**src/rtl/mips_dbg_pkg.sv**
```systemverilog
// Shared types for the MIPS debug-side memory dump path.
// FSM state encoding, skid FIFO depth and default widths.
package mips_dbg_pkg;

  typedef enum logic [1:0] {
    IDLE,
    READ,
    DRAIN,
    DONE
  } dump_state_e;

  localparam int FIFO_DEPTH = 2;
  localparam int DEF_ADDR_W = 11;
  localparam int DEF_DATA_W = 32;

endpackage

```
**src/rtl/dump_skid_fifo.sv**
```systemverilog
// Two-entry synchronous FIFO buffering memory read returns.
// Async active-high reset; entries clear so the head reads 0 after reset.
module dump_skid_fifo
  import mips_dbg_pkg::*;
#(
  parameter int DATA_W = DEF_DATA_W
) (
  input  logic              clk,
  input  logic              rst,
  input  logic              push,
  input  logic [DATA_W-1:0] push_data,
  input  logic              pop,
  output logic [DATA_W-1:0] head,
  output logic              empty,
  output logic [1:0]        count
);

  logic [DATA_W-1:0] mem_q [FIFO_DEPTH];
  logic              wr_q;
  logic              rd_q;
  logic [1:0]        cnt_q;

  always_ff @(posedge clk or posedge rst) begin
    if (rst) begin
      for (int i = 0; i < FIFO_DEPTH; i++) begin
        mem_q[i] <= '0;
      end
      wr_q  <= 1'b0;
      rd_q  <= 1'b0;
      cnt_q <= '0;
    end else begin
      if (push) begin
        mem_q[wr_q] <= push_data;
        wr_q        <= ~wr_q;
      end
      if (pop) begin
        rd_q <= ~rd_q;
      end
      cnt_q <= cnt_q + {1'b0, push} - {1'b0, pop};
    end
  end

  assign head  = mem_q[rd_q];
  assign empty = (cnt_q == 2'd0);
  assign count = cnt_q;

endmodule

```
**src/rtl/mem_dump_reader.sv**
```systemverilog
// Streams a window of memory words out over valid/ready after a start pulse.
// Define DUMP_CHECKSUM_EN to append a modulo-2^DATA_W sum beat to each dump.
module mem_dump_reader
  import mips_dbg_pkg::*;
#(
  parameter int ADDR_W = DEF_ADDR_W,
  parameter int DATA_W = DEF_DATA_W,
  parameter int CNT_W  = ADDR_W + 1
) (
  input  logic              clk,
  input  logic              reset_b,
  input  logic              start,
  input  logic [ADDR_W-1:0] start_addr,
  input  logic [CNT_W-1:0]  word_count,
  output logic              rd_en,
  output logic [ADDR_W-1:0] rd_addr,
  input  logic [DATA_W-1:0] rd_data,
  output logic              out_valid,
  input  logic              out_ready,
  output logic [DATA_W-1:0] out_data,
  output logic              out_last,
  output logic              busy,
  output logic              done
);

  localparam logic [2:0] DEPTH = 3'(FIFO_DEPTH);

  dump_state_e       state_q;
  logic [ADDR_W-1:0] addr_q;
  logic [CNT_W-1:0]  remain_q;
  logic [CNT_W-1:0]  count_q;
  logic [CNT_W-1:0]  beat_q;
  logic              inflight_q;
  logic              busy_q;
  logic              zdone_q;

  logic              f_empty;
  logic [1:0]        f_count;
  logic [DATA_W-1:0] f_head;
  logic              pop;
  logic              issue;
  logic              mem_last;
  logic              fin;
  logic [2:0]        credit;

  dump_skid_fifo #(
    .DATA_W(DATA_W)
  ) u_fifo (
    .clk      (clk),
    .rst      (reset_b),
    .push     (inflight_q),
    .push_data(rd_data),
    .pop      (pop),
    .head     (f_head),
    .empty    (f_empty),
    .count    (f_count)
  );

  // Count a same-cycle pop as freed space so a steady stream runs at full rate.
  assign credit = {1'b0, f_count} + {2'b0, inflight_q} - {2'b0, pop};
  assign issue  = (state_q == READ) && (remain_q != '0) && (credit < DEPTH);
  assign mem_last = !f_empty && (beat_q == count_q - CNT_W'(1));

  assign rd_en   = issue;
  assign rd_addr = addr_q;
  assign busy    = busy_q;
  assign done    = zdone_q | fin;

`ifdef DUMP_CHECKSUM_EN
  logic              csum_q;
  logic [DATA_W-1:0] sum_q;

  assign out_valid = csum_q | !f_empty;
  assign out_data  = csum_q ? sum_q : f_head;
  assign out_last  = csum_q;
  assign pop       = !f_empty && !csum_q && out_ready;
  assign fin       = (state_q == DRAIN) && csum_q && out_ready;
`else
  assign out_valid = !f_empty;
  assign out_data  = f_head;
  assign out_last  = mem_last;
  assign pop       = !f_empty && out_ready;
  assign fin       = (state_q == DRAIN) && pop && mem_last;
`endif

  always_ff @(posedge clk or posedge reset_b) begin
    if (reset_b) begin
      state_q    <= IDLE;
      addr_q     <= '0;
      remain_q   <= '0;
      count_q    <= '0;
      beat_q     <= '0;
      inflight_q <= 1'b0;
      busy_q     <= 1'b0;
      zdone_q    <= 1'b0;
`ifdef DUMP_CHECKSUM_EN
      csum_q     <= 1'b0;
      sum_q      <= '0;
`endif
    end else begin
      zdone_q    <= 1'b0;
      inflight_q <= issue;
      if (pop) begin
        beat_q <= beat_q + CNT_W'(1);
      end
      if (issue) begin
        addr_q   <= addr_q + ADDR_W'(1);
        remain_q <= remain_q - CNT_W'(1);
      end
`ifdef DUMP_CHECKSUM_EN
      if (pop) begin
        sum_q <= sum_q + f_head;
      end
      if (pop && mem_last) begin
        csum_q <= 1'b1;
      end
`endif
      unique case (state_q)
        IDLE, DONE: begin
          if (start) begin
            addr_q   <= start_addr;
            remain_q <= word_count;
            count_q  <= word_count;
            beat_q   <= '0;
`ifdef DUMP_CHECKSUM_EN
            sum_q    <= '0;
            csum_q   <= (word_count == '0);
            busy_q   <= 1'b1;
            state_q  <= (word_count == '0) ? DRAIN : READ;
`else
            if (word_count == '0) begin
              state_q <= DONE;
              zdone_q <= 1'b1;
            end else begin
              state_q <= READ;
              busy_q  <= 1'b1;
            end
`endif
          end
        end
        READ: begin
          if (issue && remain_q == CNT_W'(1)) begin
            state_q <= DRAIN;
          end
        end
        DRAIN: begin
          if (fin) begin
            state_q <= DONE;
            busy_q  <= 1'b0;
`ifdef DUMP_CHECKSUM_EN
            csum_q  <= 1'b0;
`endif
          end
        end
      endcase
    end
  end

endmodule
```
**config.mk**
```make
export PLATFORM = sky130hd
export DESIGN_NAME = mem_dump_reader
export DESIGN_NICKNAME = d
export VERILOG_FILES = /design/src/rtl/mips_dbg_pkg.sv /design/src/rtl/dump_skid_fifo.sv /design/src/rtl/mem_dump_reader.sv
export SDC_FILE = /design/constraint.sdc
export NUM_CORES = 1
export LEC_CHECK = 0
export CORE_ASPECT_RATIO = 1.1
export CORE_UTILIZATION = 30
export DETAILED_ROUTE_END_ITERATION = 6
export GPL_ROUTABILITY_DRIVEN = 0
export GPL_TIMING_DRIVEN = 0
export HOLD_SLACK_MARGIN = 0.08
export MAX_ROUTING_LAYER = met4
export SYNTH_ARGS = -nofsm -noshare
export SYNTH_HDL_FRONTEND = slang
export SYNTH_SLANG_ARGS = --single-unit
```
**constraint.sdc**
```tcl
create_clock -name clk -period 5.05 [get_ports clk]
set_clock_uncertainty 0.15 [all_clocks]
set_input_delay 1.01 -clock clk [delete_from_list [all_inputs] [get_ports clk]]
set_output_delay 1.01 -clock clk [all_outputs]
set_load 0.02 [all_outputs]
```
# Word level (Yosys, flattened, before mapping)
# Cells that the tools add are included.
[word_totals] reg_bits=120 word_cells=84 output_inout_bits=48 input_bits=59
[classes] addsub=8 magnitude_cmp=4 eq_ne=9 mux=27 bitwise=5 n_reduce_logical=18
[ops] cell="32-bit two-way mux" n=4
[ops] cell="12-bit two-way mux" n=6
[ops] cell="64-bit bitwise mux" n=1
[ops] cell="11-bit two-way mux" n=3
[ops] cell="32-bit demux with 1-bit select" n=1
[ops] cell="12-bit by 1-bit subtractor with 12-bit output, second input constant" n=2
[ops] cell="12-bit by 1-bit adder with 12-bit output, second input constant" n=1
[ops] cell="12-bit by 1-bit equality test with 1-bit output, second input constant" n=1
[ops] cell="12-bit equality test" n=1
[ops] cell="12-bit logical NOT" n=1
[ops] cell="12-bit nonzero test" n=1
[ops] cell="11-bit by 1-bit adder with 11-bit output, second input constant" n=1
[ops] cell="1-bit logical AND" n=8
[ops] cell="2-bit two-way mux" n=4
[ops] cell="1-bit two-way mux" n=6
[ops] cell="2-bit inequality test, second input constant" n=3
[ops] cell="2-bit case mux with 3 select lines" n=1
[ops] cell="2-bit equality test, second input constant" n=2
[ops] cell="2-bit >= comparator, second input constant" n=2
[ops] cell="2-bit logical NOT" n=2
[ops] cell="1-bit NOT with 2-bit output" n=2
[ops] cell="4-bit AND reduction" n=1
[ops] cell="2-bit by 1-bit adder with 3-bit output" n=1
[ops] cell="3-bit by 2-bit less-than comparator with 1-bit output, second input constant" n=1
[ops] cell="14 further kinds" n=15

# Depth between registers and ports, before layout
# Gate-level depths: netlist (run 1).
[logic_depth] word_depth=9 ltp_mapped=16 mapped_depth_nobuf=15

# Modules after synthesis
# Synthesis (run 1) repeated with hierarchy kept, for this count alone.
[unflattened] hier_cells=531 area_unflattened_um2=6030.8
[by_module_without_submodules] mod="mem_dump_reader" seq_area_each_um2=1301.2 area_per_inst_um2=3049.2 cells_per_inst=344 n_inst=1
[by_module_without_submodules] mod="dump_skid_fifo" seq_area_each_um2=1701.6 area_per_inst_um2=2981.6 cells_per_inst=187 n_inst=1

# Worst setup path before layout (run 1)
# Ideal clock, no wire load.
[synth_timing] path_type="input to output" startpoint="input port out_ready" endpoint="output port rd_en" t_required_ps=3890 cell_stages=10 arrival_ps=2878 n_path_buf=1 slack_ps=1012 path_cell_list="nand2_1 inv_2 ha_1 inv_1 ha_1 fa_1 xnor2_1 nor3b_1 o41a_1 buf_2"
[synth_between] elab_chain_cells=4
[synth_rtl] element="start: declaration" line_no="mem_dump_reader.sv:19" source="input logic out_ready,"
[synth_rtl] element="1-bit logical AND" line_no="mem_dump_reader.sv:82" source="assign pop = !f_empty && out_ready;"
[synth_rtl] element="via pop" line_no="mem_dump_reader.sv:40" source="logic pop;"
[synth_rtl] element="3-bit by 1-bit subtractor with 3-bit output" line_no="mem_dump_reader.sv:60" source="assign credit = {1'b0, f_count} + {2'b0, inflight_q} - {2'b0, pop};"
[synth_rtl] element="3-bit by 2-bit less-than comparator with 1-bit output" line_no="mem_dump_reader.sv:61" source="assign issue = (state_q == READ) && (remain_q != '0) && (credit < DEPTH);"
[synth_rtl] element="1-bit logical AND" line_no="mem_dump_reader.sv:61"
[synth_rtl] element="end: declaration" line_no="mem_dump_reader.sv:15" source="output logic rd_en,"
# The timed path passes the listed nets, and every way through them passes these cells.

# Worst setup path after layout (run 1)
# Ends and elaborated chain as after synthesis.

==> results of run 1 <==
-- cell usage after synthesis, types with 7 or more instances --
master / n
sky130_fd_sc_hd__mux2_2: 96
sky130_fd_sc_hd__clkbuf_1: 15
sky130_fd_sc_hd__nor4_1: 11
sky130_fd_sc_hd__ha_1: 9
sky130_fd_sc_hd__inv_1: 15
sky130_fd_sc_hd__and3_1: 8
sky130_fd_sc_hd__nor2_1: 34
sky130_fd_sc_hd__a21oi_1: 12
sky130_fd_sc_hd__xnor2_1: 21
sky130_fd_sc_hd__xor2_1: 26
sky130_fd_sc_hd__nand3_1: 12
sky130_fd_sc_hd__o21ai_0: 25
sky130_fd_sc_hd__nor3_1: 7
sky130_fd_sc_hd__dfrtp_1: 120
sky130_fd_sc_hd__nand2_1: 57
-- state kept, by name, summed over array words and instances, names as in the netlist --
register	cells
state_q	2
u_fifo.count	2
beat_q	12
u_fifo.wr_q	1
rd_addr	11
u_fifo.mem_q	64
remain_q	12
inflight_q	1
count_q	12
zdone_q	1
u_fifo.rd_q	1
busy	1
-- kinds of logic (layout without fill, tap and decap cells) --
| kind of cell | Yosys count | in the layout |
|---|---|---|
| mux | 99 | 99 |
| flops | 120 | 120 |
| compound gates | 51 | 51 |
| simple gates | 157 | 157 |
| xor+xnor | 47 | 47 |
| fa+ha+maj | 10 | 10 |
| buf+inv | 38 | 177 |
-- routing by layer --
layer	wire length, um	share of wire	global-route usage	up-vias
met5	0	0	-	-
met4	272	0.019	0.0596	0
met3	699	0.049	0.0401	24
met2	7050	0.50	0.255	123
met1	6200	0.44	0.175	2191
li1	-	-	-	2070
-- what timing repair did --
item                                   4_1_cts  5_1_grt
gates resized for setup                      4        1
setup endpoints to repair                    1        1
setup buffers                                0        0
endpoints found under the hold margin        0        0
-- layout make-up --
cell class | count | area [um^2] | share of cell area
flip-flops and latches | 120 | 3000 | 0.381
clock buffers | 18 | 439 | 0.0557
repair buffers | 107 | 1080 | 0.137
clock inverters | 14 | 149 | 0.0189
inverters | 16 | 65.1 | 0.00825
well taps | 247 | 309 | 0.0392
multi-input cells | 364 | 2750 | 0.349
plain buffers | 22 | 86.3 | 0.0110
-- stage by stage --
| stage | hold WS (ns) | cells | util |
|---|---|---|---|
| finish | 0.332 | 908 | 0.411 |
| global route | 0.357 | 908 | 0.411 |
| CTS | 0.335 | 908 | 0.412 |
| detailed placement | 0.324 | 876 | 0.381 |
| global placement | 0.319 | 875 | 0.379 |
| floorplan | 0.304 | 522 | - |
-- worst paths after layout --
path,end,from,cells after the start,slack [ns]
max in group asynchronous,beat_q[2]$_DFF_PP0_,reset_b,3,3.21
setup / recovery,rd_en,out_ready,12,0.19
hold reg to reg,u_fifo.wr_q$_DFFE_PP0P_,u_fifo.wr_q$_DFFE_PP0P_,1,0.33
min in group asynchronous,u_fifo.mem_q[22]$_DFFE_PP0P_,reset_b,2,0.76
hold / removal,u_fifo.wr_q$_DFFE_PP0P_,u_fifo.wr_q$_DFFE_PP0P_,1,0.33
setup reg to reg,remain_q[5]$_DFF_PP0_,u_fifo.count[1]$_DFF_PP0_,16,1.19
-- layout by cell type (no fill, tap or decap), drive strengths merged, types with 4 or more instances in the layout --
cell type	n
a21oi	12
and3	8
buf	8
clkbuf	34
clkdlybuf4s50	105
clkinv	6
clkinvlp	4
dfrtp	120
ha	9
inv	18
mux2	97
nand2	57
nand2b	5
nand3	12
nor2	34
nor3	8
nor4	12
o21ai	25
xnor2	21
xor2	26
-- power breakdown --
part           switching, mW  total [mW]  internal, mW  leakage (nW)
registers              0.298        1.70          1.40          1.43
clock network          0.455        1.19         0.740         0.279
logic                   1.14        2.34          1.20          1.54
-- worst register-to-register path: stages (launching register included) --
cell	delay, ns
sky130_fd_sc_hd__dfrtp_1	0.39
sky130_fd_sc_hd__inv_1	0.11
sky130_fd_sc_hd__nand2_1	0.16
sky130_fd_sc_hd__nand2_1	0.24
sky130_fd_sc_hd__inv_2	0.13
sky130_fd_sc_hd__ha_1	0.29
sky130_fd_sc_hd__inv_1	0.04
sky130_fd_sc_hd__ha_1	0.18
sky130_fd_sc_hd__fa_1	0.38
sky130_fd_sc_hd__xnor2_1	0.15
sky130_fd_sc_hd__nor3b_2	0.26
sky130_fd_sc_hd__o41a_1	0.27
sky130_fd_sc_hd__buf_4	0.23
sky130_fd_sc_hd__nand3_1	0.20
sky130_fd_sc_hd__nor4_1	0.31
sky130_fd_sc_hd__xnor2_1	0.16
sky130_fd_sc_hd__a21oi_1	0.09
==> run summary, run 1 <==
- biggest area contributors in the synthesized netlist: sky130_fd_sc_hd__dfrtp_1 (51%), sky130_fd_sc_hd__mux2_2 (18%), sky130_fd_sc_hd__xor2_1 (3.9%), sky130_fd_sc_hd__nand2_1 (3.6%), sky130_fd_sc_hd__xnor2_1 (3.1%)
- first-pass GRT wire length: 23.1 mm
- arithmetic-cell share of the synthesized area counting full adders, half adders and majority gates: 0.0225
- Post-Syn Area: 0.00589 mm^2
- Final Critical Period: 4.86 ns
- site row count: 53
- Worst Hold Class: reg2reg
- routed via count: 4408
- net total in the final layout: 717
- number of standard cells after synthesis: 522
- total power per unit cell area: 664 mW/mm^2
- run status: finished, final reports clean
- worst vdd rail ir drop: 0.000357 V
- width of the chip: 136 um
- Synth Flop Type: sky130_fd_sc_hd__dfrtp_1
- area grow syn2layout: 33.8%
- share of async-settable or async-resettable flops after synthesis: 1.00
- wire length per cell: 15.7 um
- total non-filler cell area in the finished layout: 0.00788 mm^2
- number of input and output port buffers inserted: 106
- Core Region: 0.0192 mm^2
- Worst setup SP type: input pin
- cell leakage power: 3.25 nW
- cell seen most often among critical-path stages: sky130_fd_sc_hd__ha_1
- combined buffer and inverter count along the critical path: 5
- Detailed Routing Iterations Pass 1: 4
- Synth Area in Compound Gates: 0.0552
- Hold Vio Cnt, Final: 0
- number of DRC markers after the initial detailed-route iteration: 180
- pre-CTS setup slack: -0.540 ns
- Crit Path Category: in2out
- initial core utilization: 0.307
- hold-fix buffer count after cts: 0
- Filler cells: 1818
- IO Pins: 107
- portion of netlist area occupied by mux cells: 0.189
- area after detailed placement: 0.00729 mm^2
- Max Fanout on Critical Path: 11
- clock sinks: 120
- H-tree level count: 4
- Post-route DRC: 0
- fin. max-slew vios: 0
- Total Die Area: 0.0202 mm^2
- ratio of cells with drive above 1 in the final layout: 0.216
- accumulated negative setup slack: 0 ns
- Synth area leader: sky130_fd_sc_hd__dfrtp_1
- antenna violations before repair: 0
- Synthesis Warnings: 0
- post-route antenna net violation count: 0
- cell at the slowest stage of the critical path: sky130_fd_sc_hd__clkdlybuf4s50_1
- Synth Net Count: 591
- vias per cell: 4.85
- library cells used by synthesis: 47
- kind of cell with the highest combined delay on the critical path: buffers and inverters
- area fraction of the dominant cell type after synthesis: 0.510
- required time at the endpoint of the critical path: 3.89 ns
- setup repair after global routing missed its margin: no
- combinational family with the most area after synthesis: multiplexers
- Arrival @ worst endpoint: 3.70 ns
- Worst path max stage delay: 0.40 ns
- clock latency on the worst-skew pair: 0.41 ns
- all-layer global routing usage: 0.153
- Post-synth EDFFs: 0
- synthesized-area fraction occupied by and/or/nand/nor cells: 0.129
- vias in the first global route: 4686
- Overall Power: 5.23 mW
- post-detailed-routing wire length: 14.2 mm
- crit path setup slack, layout: 0.193 ns
- clk buf depth: 2
- final count of negative-setup-slack endpoints: 0
- TritonCTS clock tree: built
- register bit count reported by yosys: 120
- series of cell instances along the critical path: clkdlybuf4s50_1, nand2_1, inv_2, ha_1, inv_1, ha_1, fa_1, xnor2_1, nor3b_2, o41a_1, buf_4, clkbuf_2
- post-synthesis sequential area ratio: 0.510
- Num CTS Buffers: 17
- post-synthesis area per instance: 11.3 um^2
- transition time of the tightest slew-check pin: 0.728 ns
- xor and xnor fraction of the mapped netlist area: 0.0699
- Vert. Die Dim: 149 um
- grt total ovfl: 0
- maximum number of pins on one net before global-route repair: 99
- clock-pin slew on the worst setup and hold paths: 0.05 ns
- endpoint kind of the worst setup timing path: primary output
- clock root buffer: sky130_fd_sc_hd__clkbuf_16
- antenna cells: 0
- maximum capacitance violations: 0
- HPWL after detailed placement: 10.3 mm
- Fmax achieved: 0.206 GHz
- worst rel slew slack: 0.511
- ratio of final minimum period to clock period: 0.962
Note: power is estimated with default switching activity, not from simulation.
==> run 2: changes to the inputs <==
--- a/config.mk
+++ b/config.mk
@@ -6,12 +6,14 @@
 export NUM_CORES = 1
 export LEC_CHECK = 0
 export CORE_ASPECT_RATIO = 1.1
-export CORE_UTILIZATION = 30
+export CORE_UTILIZATION = 53
 export DETAILED_ROUTE_END_ITERATION = 6
 export GPL_ROUTABILITY_DRIVEN = 0
 export GPL_TIMING_DRIVEN = 0
 export HOLD_SLACK_MARGIN = 0.08
 export MAX_ROUTING_LAYER = met4
+export PLACE_DENSITY = 0.81
+export SLEW_MARGIN = 25
 export SYNTH_ARGS = -nofsm -noshare
 export SYNTH_HDL_FRONTEND = slang
 export SYNTH_SLANG_ARGS = --single-unit
==> run summary, run 2 (synthesis gave the netlist of run 1 again) <==
- run status: finished, final reports clean, unchanged
- first-pass GRT wire length: 23.0 mm, was 23.1 mm
- all-layer global routing usage: 0.269, was 0.153
- switching share of total power: 0.358, was 0.362
- wire length per cell: 17.2 um, was 15.7 um
- endpoint kind of the worst setup timing path: primary output, unchanged
- Fmax achieved: 0.206 GHz, about the same
- clock latency on the worst-skew pair: 0.41 ns, about the same
- HPWL after detailed placement: 9.68 mm, was 10.3 mm
- worst vdd rail ir drop: 0.000325 V, was 0.000357 V
- Num CTS Buffers: 17, unchanged
- setup repair after global routing missed its margin: no, unchanged
- kind of cell with the highest combined delay on the critical path: buffers and inverters, unchanged
- worst rel slew slack: 0.571, was 0.511
- Net Switching: 1.90 mW, was 1.89 mW
- hold-fix buffer count after cts: 0, unchanged
- post-route antenna net violation count: 0, unchanged
- antenna cells: 0, unchanged
- internal power of the cells: 3.42 mW, was 3.34 mW
- Post-CTS Resized: 3, was 4
- required time at the endpoint of the critical path: 3.89 ns, about the same
- cell seen most often among critical-path stages: sky130_fd_sc_hd__ha_1, unchanged
- Clock power frac: 0.236, was 0.228
- final count of negative-setup-slack endpoints: 0, unchanged
- number of DRC markers after the initial detailed-route iteration: 237, was 180
- clock-pin slew on the worst setup and hold paths: 0.06 ns, was 0.05 ns
- TritonCTS clock tree: built, unchanged
- total power per unit cell area: 683 mW/mm^2, was 664 mW/mm^2
- clock sinks: 120, unchanged
- Worst path max stage delay: 0.40 ns, about the same
- IO Pins: 107, unchanged
- grt total ovfl: 0, unchanged
- crit path setup slack, layout: 0.203 ns, was 0.193 ns
- cell leakage power: 3.26 nW, was 3.25 nW
- width of the chip: 103 um, was 136 um
- Vert. Die Dim: 113 um, was 149 um
- Worst Hold Class: reg2reg, unchanged
- Worst setup SP type: input pin, unchanged
- utilization after layout: 0.717, was 0.411
- initial core utilization: 0.542, was 0.307
- number of non-filler instances in the completed layout: 808, was 908
- pre-CTS setup slack: -0.483 ns, was -0.540 ns
- series of cell instances along the critical path: clkdlybuf4s50_1, nand2_1, inv_2, ha_1, inv_1, ha_1, fa_1, xnor2_1, nor3b_2, o41a_1, buf_4, clkbuf_2, unchanged
- net total in the final layout: 717, unchanged
- register with the most flip-flops: u_fifo.mem_q, unchanged
- routed via count: 4426, was 4408
- number of input and output port buffers inserted: 106, unchanged
- vias per cell: 5.48, was 4.85
- maximum number of pins on one net before global-route repair: 67, was 99
- post-detailed-routing wire length: 13.9 mm, was 14.2 mm
- vias in the first global route: 4774, was 4686
- Post-route DRC: 0, unchanged
- Arrival @ worst endpoint: 3.69 ns, was 3.70 ns
- Max Fanout on Critical Path: 11, unchanged
- fin. max-slew vios: 0, unchanged
- Hold Vio Cnt, Final: 0, unchanged
- Seq. cell area: 0.00300 mm^2, unchanged
- maximum capacitance violations: 0, unchanged
- Sequential Power Share: 0.322, was 0.325
- site row count: 40, was 53
- clk buf depth: 2, unchanged
- antenna violations before repair: 0, unchanged
- area grow syn2layout: 32.2%, was 33.8%
- Total Die Area: 0.0115 mm^2, was 0.0202 mm^2
- total instance count after detailed placement: 776, was 876
- share of power burned in combinational logic: 0.442, was 0.447
- most used cells in the layout excluding fill and tap cells: sky130_fd_sc_hd__dfrtp_1 (120), sky130_fd_sc_hd__clkdlybuf4s50_1 (105), sky130_fd_sc_hd__mux2_2 (96), unchanged
- clock root buffer: sky130_fd_sc_hd__clkbuf_16, unchanged
- Final Critical Period: 4.85 ns, was 4.86 ns
- cell at the slowest stage of the critical path: sky130_fd_sc_hd__clkdlybuf4s50_1, unchanged
- combined buffer and inverter count along the critical path: 5, unchanged
- transition time of the tightest slew-check pin: 0.639 ns, was 0.728 ns
- Setup Fix Bufs, Post-CTS: 0, unchanged
- Filler cells: 759, was 1818
- Detailed Routing Iterations Pass 1: 4, unchanged
- Core Region: 0.0109 mm^2, was 0.0192 mm^2
- ratio of cells with drive above 1 in the final layout: 0.215, was 0.216
- flip-flop count of the largest register, all copies and words added: 64, unchanged
- ratio of final minimum period to clock period: 0.960, was 0.962
- area of the multi-input gates: 0.00275 mm^2, unchanged
- H-tree level count: 4, unchanged
- most common cell after layout, fill and taps aside: sky130_fd_sc_hd__dfrtp_1, unchanged
- Crit Path Category: in2out, unchanged
[run 2: changes by cell type in the layout (fill, tap and decap cells not counted), sizes merged]
cell and change:
clkinvlp -1, clkinv -2, bufinv +1, clkbuf +3, inv -1
[run 2: final cells by class]
cell class | count | share of cell area
Sequential cell | 120 | 0.386
Multi-Input combinational cell | 364 | 0.353
Timing Repair Buffer | 107 | 0.139
Clock buffer | 21 | 0.0604
Tap cell | 147 | 0.0236
Clock inverter | 11 | 0.0186
Buffer | 22 | 0.0111
Inverter | 16 | 0.00836
[run 2: stage by stage]
| stage | hold WS, ns | instance area (um^2) | TNS [ns] | total power [mW] |
|---|---|---|---|---|
| detailed placement | 0.322 | 7170 | -0.483 | 4.04 |
| finish | 0.351 | 7790 | 0 | 5.32 |
| global route | 0.364 | 7790 | 0 | 5.62 |
| floorplan | 0.304 | 5890 | 0 | 3.16 |
| global placement | 0.318 | 7140 | -98.18 | 3.93 |
| CTS | 0.349 | 7790 | 0 | 5.35 |
[run 2: power by group through the flow]
stage / sequential [mW] / combinational, mW / clock (mW)
global route: 1.77 / 2.54 / 1.31
finish: 1.71 / 2.35 / 1.25
detailed placement: 1.71 / 2.33 / 0
CTS: 1.71 / 2.37 / 1.27
floorplan: 1.68 / 1.48 / 0
global placement: 1.67 / 2.26 / 0
[run 2: layer usage]
| layer | part of all wire | vias to the layer above | track usage | wire [um] |
|---|---|---|---|---|
| li1 | - | 2070 | - | - |
| met1 | 0.39 | 2215 | 0.306 | 5410 |
| met2 | 0.54 | 127 | 0.464 | 7550 |
| met3 | 0.056 | 14 | 0.0697 | 772 |
| met4 | 0.013 | 0 | 0.0714 | 174 |
| met5 | 0 | - | - | 0 |
[run 2: path summary, 6_finish.rpt]
path	startpoint	endpoint	slack, ns	depth (start not counted)
hold reg to reg	u_fifo.mem_q[38]$_DFFE_PP0P_	u_fifo.mem_q[38]$_DFFE_PP0P_	0.35	1
hold / removal	u_fifo.mem_q[38]$_DFFE_PP0P_	u_fifo.mem_q[38]$_DFFE_PP0P_	0.35	1
setup / recovery	out_ready	rd_en	0.20	12
min in group asynchronous	reset_b	rd_addr[3]$_DFF_PP0_	0.88	2
setup reg to reg	u_fifo.count[1]$_DFF_PP0_	remain_q[9]$_DFF_PP0_	1.25	16
max in group asynchronous	reset_b	u_fifo.mem_q[21]$_DFFE_PP0P_	3.19	3
==> run 3: changes to the inputs <==
--- a/config.mk
+++ b/config.mk
@@ -5,8 +5,10 @@
 export SDC_FILE = /design/constraint.sdc
 export NUM_CORES = 1
 export LEC_CHECK = 0
+export CAP_MARGIN = 0
 export CORE_ASPECT_RATIO = 1.1
 export CORE_UTILIZATION = 53
+export CTS_CLUSTER_DIAMETER = 80
 export DETAILED_ROUTE_END_ITERATION = 6
 export GPL_ROUTABILITY_DRIVEN = 0
 export GPL_TIMING_DRIVEN = 0
==> results of run 3 <==
No change in the layout: final DEF, timing and power equal those of run 2.
